**src/rtl/trace_trigger_ctrl.sv**
```systemverilog
// Trace trigger controller: watches a NoC flit stream for a masked pattern,
// fires after a programmable number of hits, then streams the firing flit and
// a programmable number of following flits to a trace buffer.
module trace_trigger_ctrl #(
    parameter int Fpay  = 32,
    parameter int CNT_W = 10
) (
    input  logic             clk,
    input  logic             reset,
    input  logic [Fpay-1:0]  flit_in,
    input  logic             flit_valid,
    input  logic             arm,
    input  logic             disarm,
    input  logic [Fpay-1:0]  match_mask,
    input  logic [Fpay-1:0]  match_value,
    input  logic [7:0]       match_count,
    input  logic [CNT_W-1:0] post_len,
    output logic [Fpay-1:0]  trace,
    output logic             trigger,
    output logic [1:0]       state,
    output logic [CNT_W-1:0] captured,
    output logic             done
);

    typedef enum logic [1:0] {
        ST_IDLE    = 2'd0,
        ST_ARMED   = 2'd1,
        ST_CAPTURE = 2'd2,
        ST_DONE    = 2'd3
    } state_t;

    localparam logic [CNT_W-1:0] CAP_MAX = {CNT_W{1'b1}};

    state_t            state_q, state_d;
    logic [7:0]        hits_q, hits_d;
    logic [CNT_W-1:0]  captured_q, captured_d;
    logic [Fpay-1:0]   trace_q, trace_d;
    logic              trigger_q, trigger_d;

    logic              is_match;
    logic [7:0]        hit_target;
    logic [7:0]        hits_inc;
    logic [CNT_W-1:0]  cap_inc;
    logic [CNT_W:0]    cap_goal;
    logic              last_capture;
    logic              do_capture;

    // Compare terms and capture-count arithmetic shared by the next-state logic.
    // cap_goal is one bit wider so post_len = CAP_MAX does not wrap.
    always_comb begin
        is_match     = flit_valid && ((flit_in & match_mask) == (match_value & match_mask));
        hit_target   = (match_count == 8'd0) ? 8'd1 : match_count;
        hits_inc     = hits_q + 8'd1;
        cap_inc      = (captured_q == CAP_MAX) ? captured_q : captured_q + {{(CNT_W-1){1'b0}}, 1'b1};
        cap_goal     = {1'b0, post_len} + {{CNT_W{1'b0}}, 1'b1};
        last_capture = ({1'b0, cap_inc} >= cap_goal) || (cap_inc == CAP_MAX);
    end

    // Next-state logic: disarm overrides everything, arm only acts when
    // idle or done, and any capture decides between CAPTURE and DONE.
    always_comb begin
        state_d    = state_q;
        hits_d     = hits_q;
        captured_d = captured_q;
        trace_d    = trace_q;
        trigger_d  = 1'b0;
        do_capture = 1'b0;

        if (disarm) begin
            state_d = ST_IDLE;
        end else begin
            case (state_q)
                ST_IDLE, ST_DONE: begin
                    if (arm) begin
                        state_d    = ST_ARMED;
                        hits_d     = 8'd0;
                        captured_d = '0;
                    end
                end
                ST_ARMED: begin
                    if (is_match) begin
                        hits_d = hits_inc;
                        // >= rather than == so a target lowered while armed still fires
                        if (hits_inc >= hit_target) begin
                            do_capture = 1'b1;
                        end
                    end
                end
                ST_CAPTURE: begin
                    if (flit_valid) begin
                        do_capture = 1'b1;
                    end
                end
                default: begin
                    state_d = ST_IDLE;
                end
            endcase
        end

        if (do_capture) begin
            trigger_d  = 1'b1;
            trace_d    = flit_in;
            captured_d = cap_inc;
            state_d    = last_capture ? ST_DONE : ST_CAPTURE;
        end
    end

    // State registers with asynchronous clear.
    always_ff @(posedge clk or posedge reset) begin
        if (reset) begin
            state_q    <= ST_IDLE;
            hits_q     <= 8'd0;
            captured_q <= '0;
            trace_q    <= '0;
            trigger_q  <= 1'b0;
        end else begin
            state_q    <= state_d;
            hits_q     <= hits_d;
            captured_q <= captured_d;
            trace_q    <= trace_d;
            trigger_q  <= trigger_d;
        end
    end

    assign state    = state_q;
    assign done     = (state_q == ST_DONE);
    assign trace    = trace_q;
    assign trigger  = trigger_q;
    assign captured = captured_q;

endmodule

```
**config.mk**
```make
export PLATFORM = sky130hd
export DESIGN_NAME = trace_trigger_ctrl
export DESIGN_NICKNAME = d
export VERILOG_FILES = /design/src/rtl/trace_trigger_ctrl.sv
export SDC_FILE = /design/constraint.sdc
export NUM_CORES = 1
export LEC_CHECK = 0
export ABC_AREA = 1
export ABC_CLOCK_PERIOD_IN_PS = 2240
export CORE_MARGIN = 2
export CORE_UTILIZATION = 39
export CTS_CLUSTER_DIAMETER = 40
export DETAILED_ROUTE_END_ITERATION = 10
export PLACE_DENSITY = 0.76
export SLEW_MARGIN = 20
export SYNTH_ARGS = -nofsm -noshare
export SYNTH_HDL_FRONTEND = slang
export SYNTH_SLANG_ARGS = --single-unit
export TNS_END_PERCENT = 30
```
**constraint.sdc**
```tcl
create_clock -name clk -period 2.24 [get_ports clk]
set_input_delay 0.224 -clock clk [delete_from_list [all_inputs] [get_ports clk]]
set_output_delay 0.224 -clock clk [all_outputs]
set_load 0.03 [all_outputs]
```
==> flow_metrics.tcl <==
set metrics [dict create \
    outcome "finished, violations left" \
    violations "setup timing" \
    nets 939 \
    numCtsBuffers 5 \
    routed_wl_mm 12.10 \
    drtAntennaViolNets 0 \
    timing.rr.start "hits_q[1]" \
    area_growth_pct 70.74 \
    core_area_sq_um 9328 \
    final_max_slew_viol_count 0 \
    clk_transition_reported_paths_ps 90 \
    max_freq_mhz 377.5 \
    synth_seq_area_share 0.3504 \
    drc 0 \
    cts_buffer_depth 2 \
    ys_warn_count 0 \
    cpMaxStageDelayCell "dfrtp_1" \
    wl_per_cell_um 13.08 \
    crit_fanout 7 \
    grt_pass1_vias 4451 \
    synthesis.nets 699 \
    post-place-cells 906 \
    final_util 0.6928 \
    syn_area_per_cell_sq_um 6.820 \
    dp_hpwl_mm 9.654 \
    num_vias 4468 \
    clockRootBuffer "clkbuf_8" \
    drive_gt1_frac 0.1621 \
    end_kind "flip-flop" \
    max_slew_margin 0.5298 \
    start_kind "flip-flop" \
    reg2regPathDepth 18 \
    synth_seq_cells 53 \
    dpl_worst_slack_ps -395.8 \
    start_util 0.4058 \
    ys_types 33 \
    crit_arrival_ps 2900 \
    grt_max_degree 35 \
    clk_latency_ps 300 \
    hold_slack_ps 342.7 \
    viasPerCell 4.830 \
    fin_skew_ps 5.645 \
    antenna_found_initial 0 \
    clock_sinks 53 \
    instances_no_fill 925 \
    worstPathRequired_ps 2490 \
    htreeDepth 2 \
    hold_viol 0 \
    detail_route.iter0.violations 128 \
    netlist_area_sq_um 3785 \
    antennaDiodeCount 0 \
    fin_crit_ps 2649 \
    critPathMaxStageDelay_ps 410 \
    grt_overflow 0 \
    die-area_sq_um 10510 \
    setup_viol 45 \
    io_pins 165 \
    grt_pass1_wl_mm 19.17 \
    drv_cap 0 \
    power_density_nw_per_um2 317.6 \
    synthesis.instances 555 \
    leakagePower_nw 3.267 \
    r2r_end "state[0]" \
    gp_congestion 0.8586 \
    reg2reg_slack_ps -410 \
    dieHeight_um 102.5 \
    hold_class "in -> async" \
    finalCritPeriodShare 1.182 \
    fp-row-count 35 \
    rsz0062_at_grt "true" \
    die_width_um 102.5 \
    path_cells "nand3_2, buf_4, buf_4, xor2_1, inv_1, ha_1, nand2_1, o21ai_0, nand2_1, nand4_1, nand4_1, nand2_2, nand3_4, buf_12, buf_12, nand2_2, nand2_2, nand2_1" \
    worst_slew_pin_slew_ps 704.2 \
    criticalPathCategory "reg -> reg" \
    drtPass1Iterations 5 \
    grt.total_usage 0.2295 \
    port_buffers 164 \
    ir_worst_vdd_mv 0.2769 \
    cts_tree "yes" \
    setup_ws_ps -408.7 \
]
[power by group]
| part | switching [mW] | internal (mW) | leakage [nW] |
|---|---|---|---|
| logic | 0.228 | 0.330 | 2.49 |
| clock network | 0.304 | 0.217 | 0.0450 |
| registers | 0.0101 | 0.964 | 0.735 |
[placed cells by master (no fill, tap or decap), types with 2 or more instances in the layout]
| cell | count |
|---|---|
| dfrtp_1 | 51 |
| clkbuf_8 | 5 |
| nand3_2 | 10 |
| nand2_2 | 13 |
| a21o_1 | 2 |
| dfrtp_2 | 2 |
| buf_16 | 3 |
| inv_2 | 3 |
| buf_12 | 3 |
| nor2_1 | 47 |
| clkinv_2 | 2 |
| nor3_1 | 3 |
| o21ai_0 | 21 |
| nand2_1 | 198 |
| o21ai_2 | 2 |
| a21oi_1 | 11 |
| or2_1 | 8 |
| o21ai_1 | 7 |
| nand3b_1 | 4 |
| nand3_4 | 2 |
| buf_4 | 73 |
| xor2_1 | 11 |
| ha_1 | 23 |
| xnor2_1 | 5 |
| nand4_1 | 14 |
| buf_6 | 2 |
| nand3_1 | 36 |
| inv_1 | 56 |
| clkdlybuf4s50_1 | 164 |
[final cells by class]
class                           instances  area, sq um
Clock buffer                            6        72.57
Clock inverter                          2        10.01
Fill cell                             787         2865
Inverter                               60        237.7
Multi-Input combinational cell        430         2297
Sequential cell                        53         1329
Tap cell                              129        161.4
Timing Repair Buffer                  245         2355
[kinds of logic (layout without fill, tap and decap cells)]
| logic type | Yosys count | after routing | share of synthesized area |
|---|---|---|---|
| flip-flops | 53 | 53 | 0.3504 |
| AND/OR/NAND/NOR | 340 | 340 | 0.3808 |
| XOR/XNOR | 17 | 17 | 0.03934 |
| adder cells (fa/ha/maj) | 25 | 25 | 0.08264 |
| AO/OA/AOI/OAI | 48 | 48 | 0.06810 |
| buffers and inverters | 72 | 313 | 0.07868 |
[per-layer routing]
| layer | up-vias | routed length, um | track usage |
|---|---|---|---|
| met3 | 19 | 917 | 0.05559 |
| met2 | 146 | 6263 | 0.4394 |
| met5 | - | 0 | 0 |
| met4 | 0 | 262 | 0.07795 |
| met1 | 2051 | 4659 | 0.2444 |
| li1 | 2252 | - | - |
[stage by stage]
step | TNS (ps) | area, sq um | total power, mW
after CTS | -14280 | 6390 | 2.058
after floorplan | -3801 | 3857 | 1.178
after global placement | -11690 | 6101 | 1.510
after detailed placement | -15150 | 6101 | 1.527
after global routing | -23020 | 6462 | 2.162
final | -16580 | 6462 | 2.053
[cells in the mapped netlist]
master	instances	area, sq um
clkbuf_1	2	7.510
buf_1	1	3.750
o21ai_0	21	105.1
o21ai_1	9	45.04
or2_2	1	6.260
a21o_1	2	15.01
nor4_1	1	6.260
nand2_2	1	6.260
inv_2	1	3.750
nand2_1	211	792.0
nor3_2	1	10.01
buf_2	6	30.03
nand3b_1	4	30.03
or2_1	8	50.05
buf_6	2	22.52
nand4_1	14	87.58
a21boi_0	1	7.510
nor2_1	48	180.2
inv_1	58	217.7
buf_4	1	7.510
dfrtp_1	53	1326
o211ai_1	1	7.510
a21oi_1	12	60.06
xnor2_1	6	52.55
nor3_1	3	15.01
a41o_1	1	10.01
ha_1	25	312.8
nand3_4	1	17.52
xor2_1	11	96.34
nand3_1	46	230.2
clkinv_2	1	5.000
o21bai_1	1	7.510
nand3_2	1	10.01
[worst max-delay path: cells and delay by family (launching register included)]
family | cells | cell delay [ps]
compound gates | 1 | 180
xor+xnor | 1 | 120
fa+ha+maj | 1 | 320
buf+inv | 5 | 650
flops | 1 | 410
simple gates | 10 | 920
[repair_timing]
| action | in CTS | in global routing |
|---|---|---|
| hold buffers | 0 | 0 |
| endpoints found under the hold margin | 0 | 0 |
| buffers inserted | 6 | 2 |
| pin swaps | 20 | 12 |
| cloned | 3 | 0 |
| resized for setup | 19 | 15 |
| setup endpoints to repair | 45 | 45 |
[registers in the layout (all words and copies together), names as in the netlist]
signal,count
hits_q,8
trace,32
state,2
trigger,1
captured,10
[worst max path at each step]
stage | from | end | slack, ps | cells past startpoint
3_3_place_gp | hits_q[0] | captured[0] | -290 | 15
3_5_place_dp | hits_q[0] | captured[2] | -400 | 15
6_report | hits_q[1] | state[0] | -410 | 18
2_1_floorplan | hits_q[0] | trace[0] | -100 | 15
5_1_grt | hits_q[1] | state[0] | -550 | 18
4_1_cts | hits_q[1] | captured[2] | -350 | 16
(Power assumes the default switching activity.)
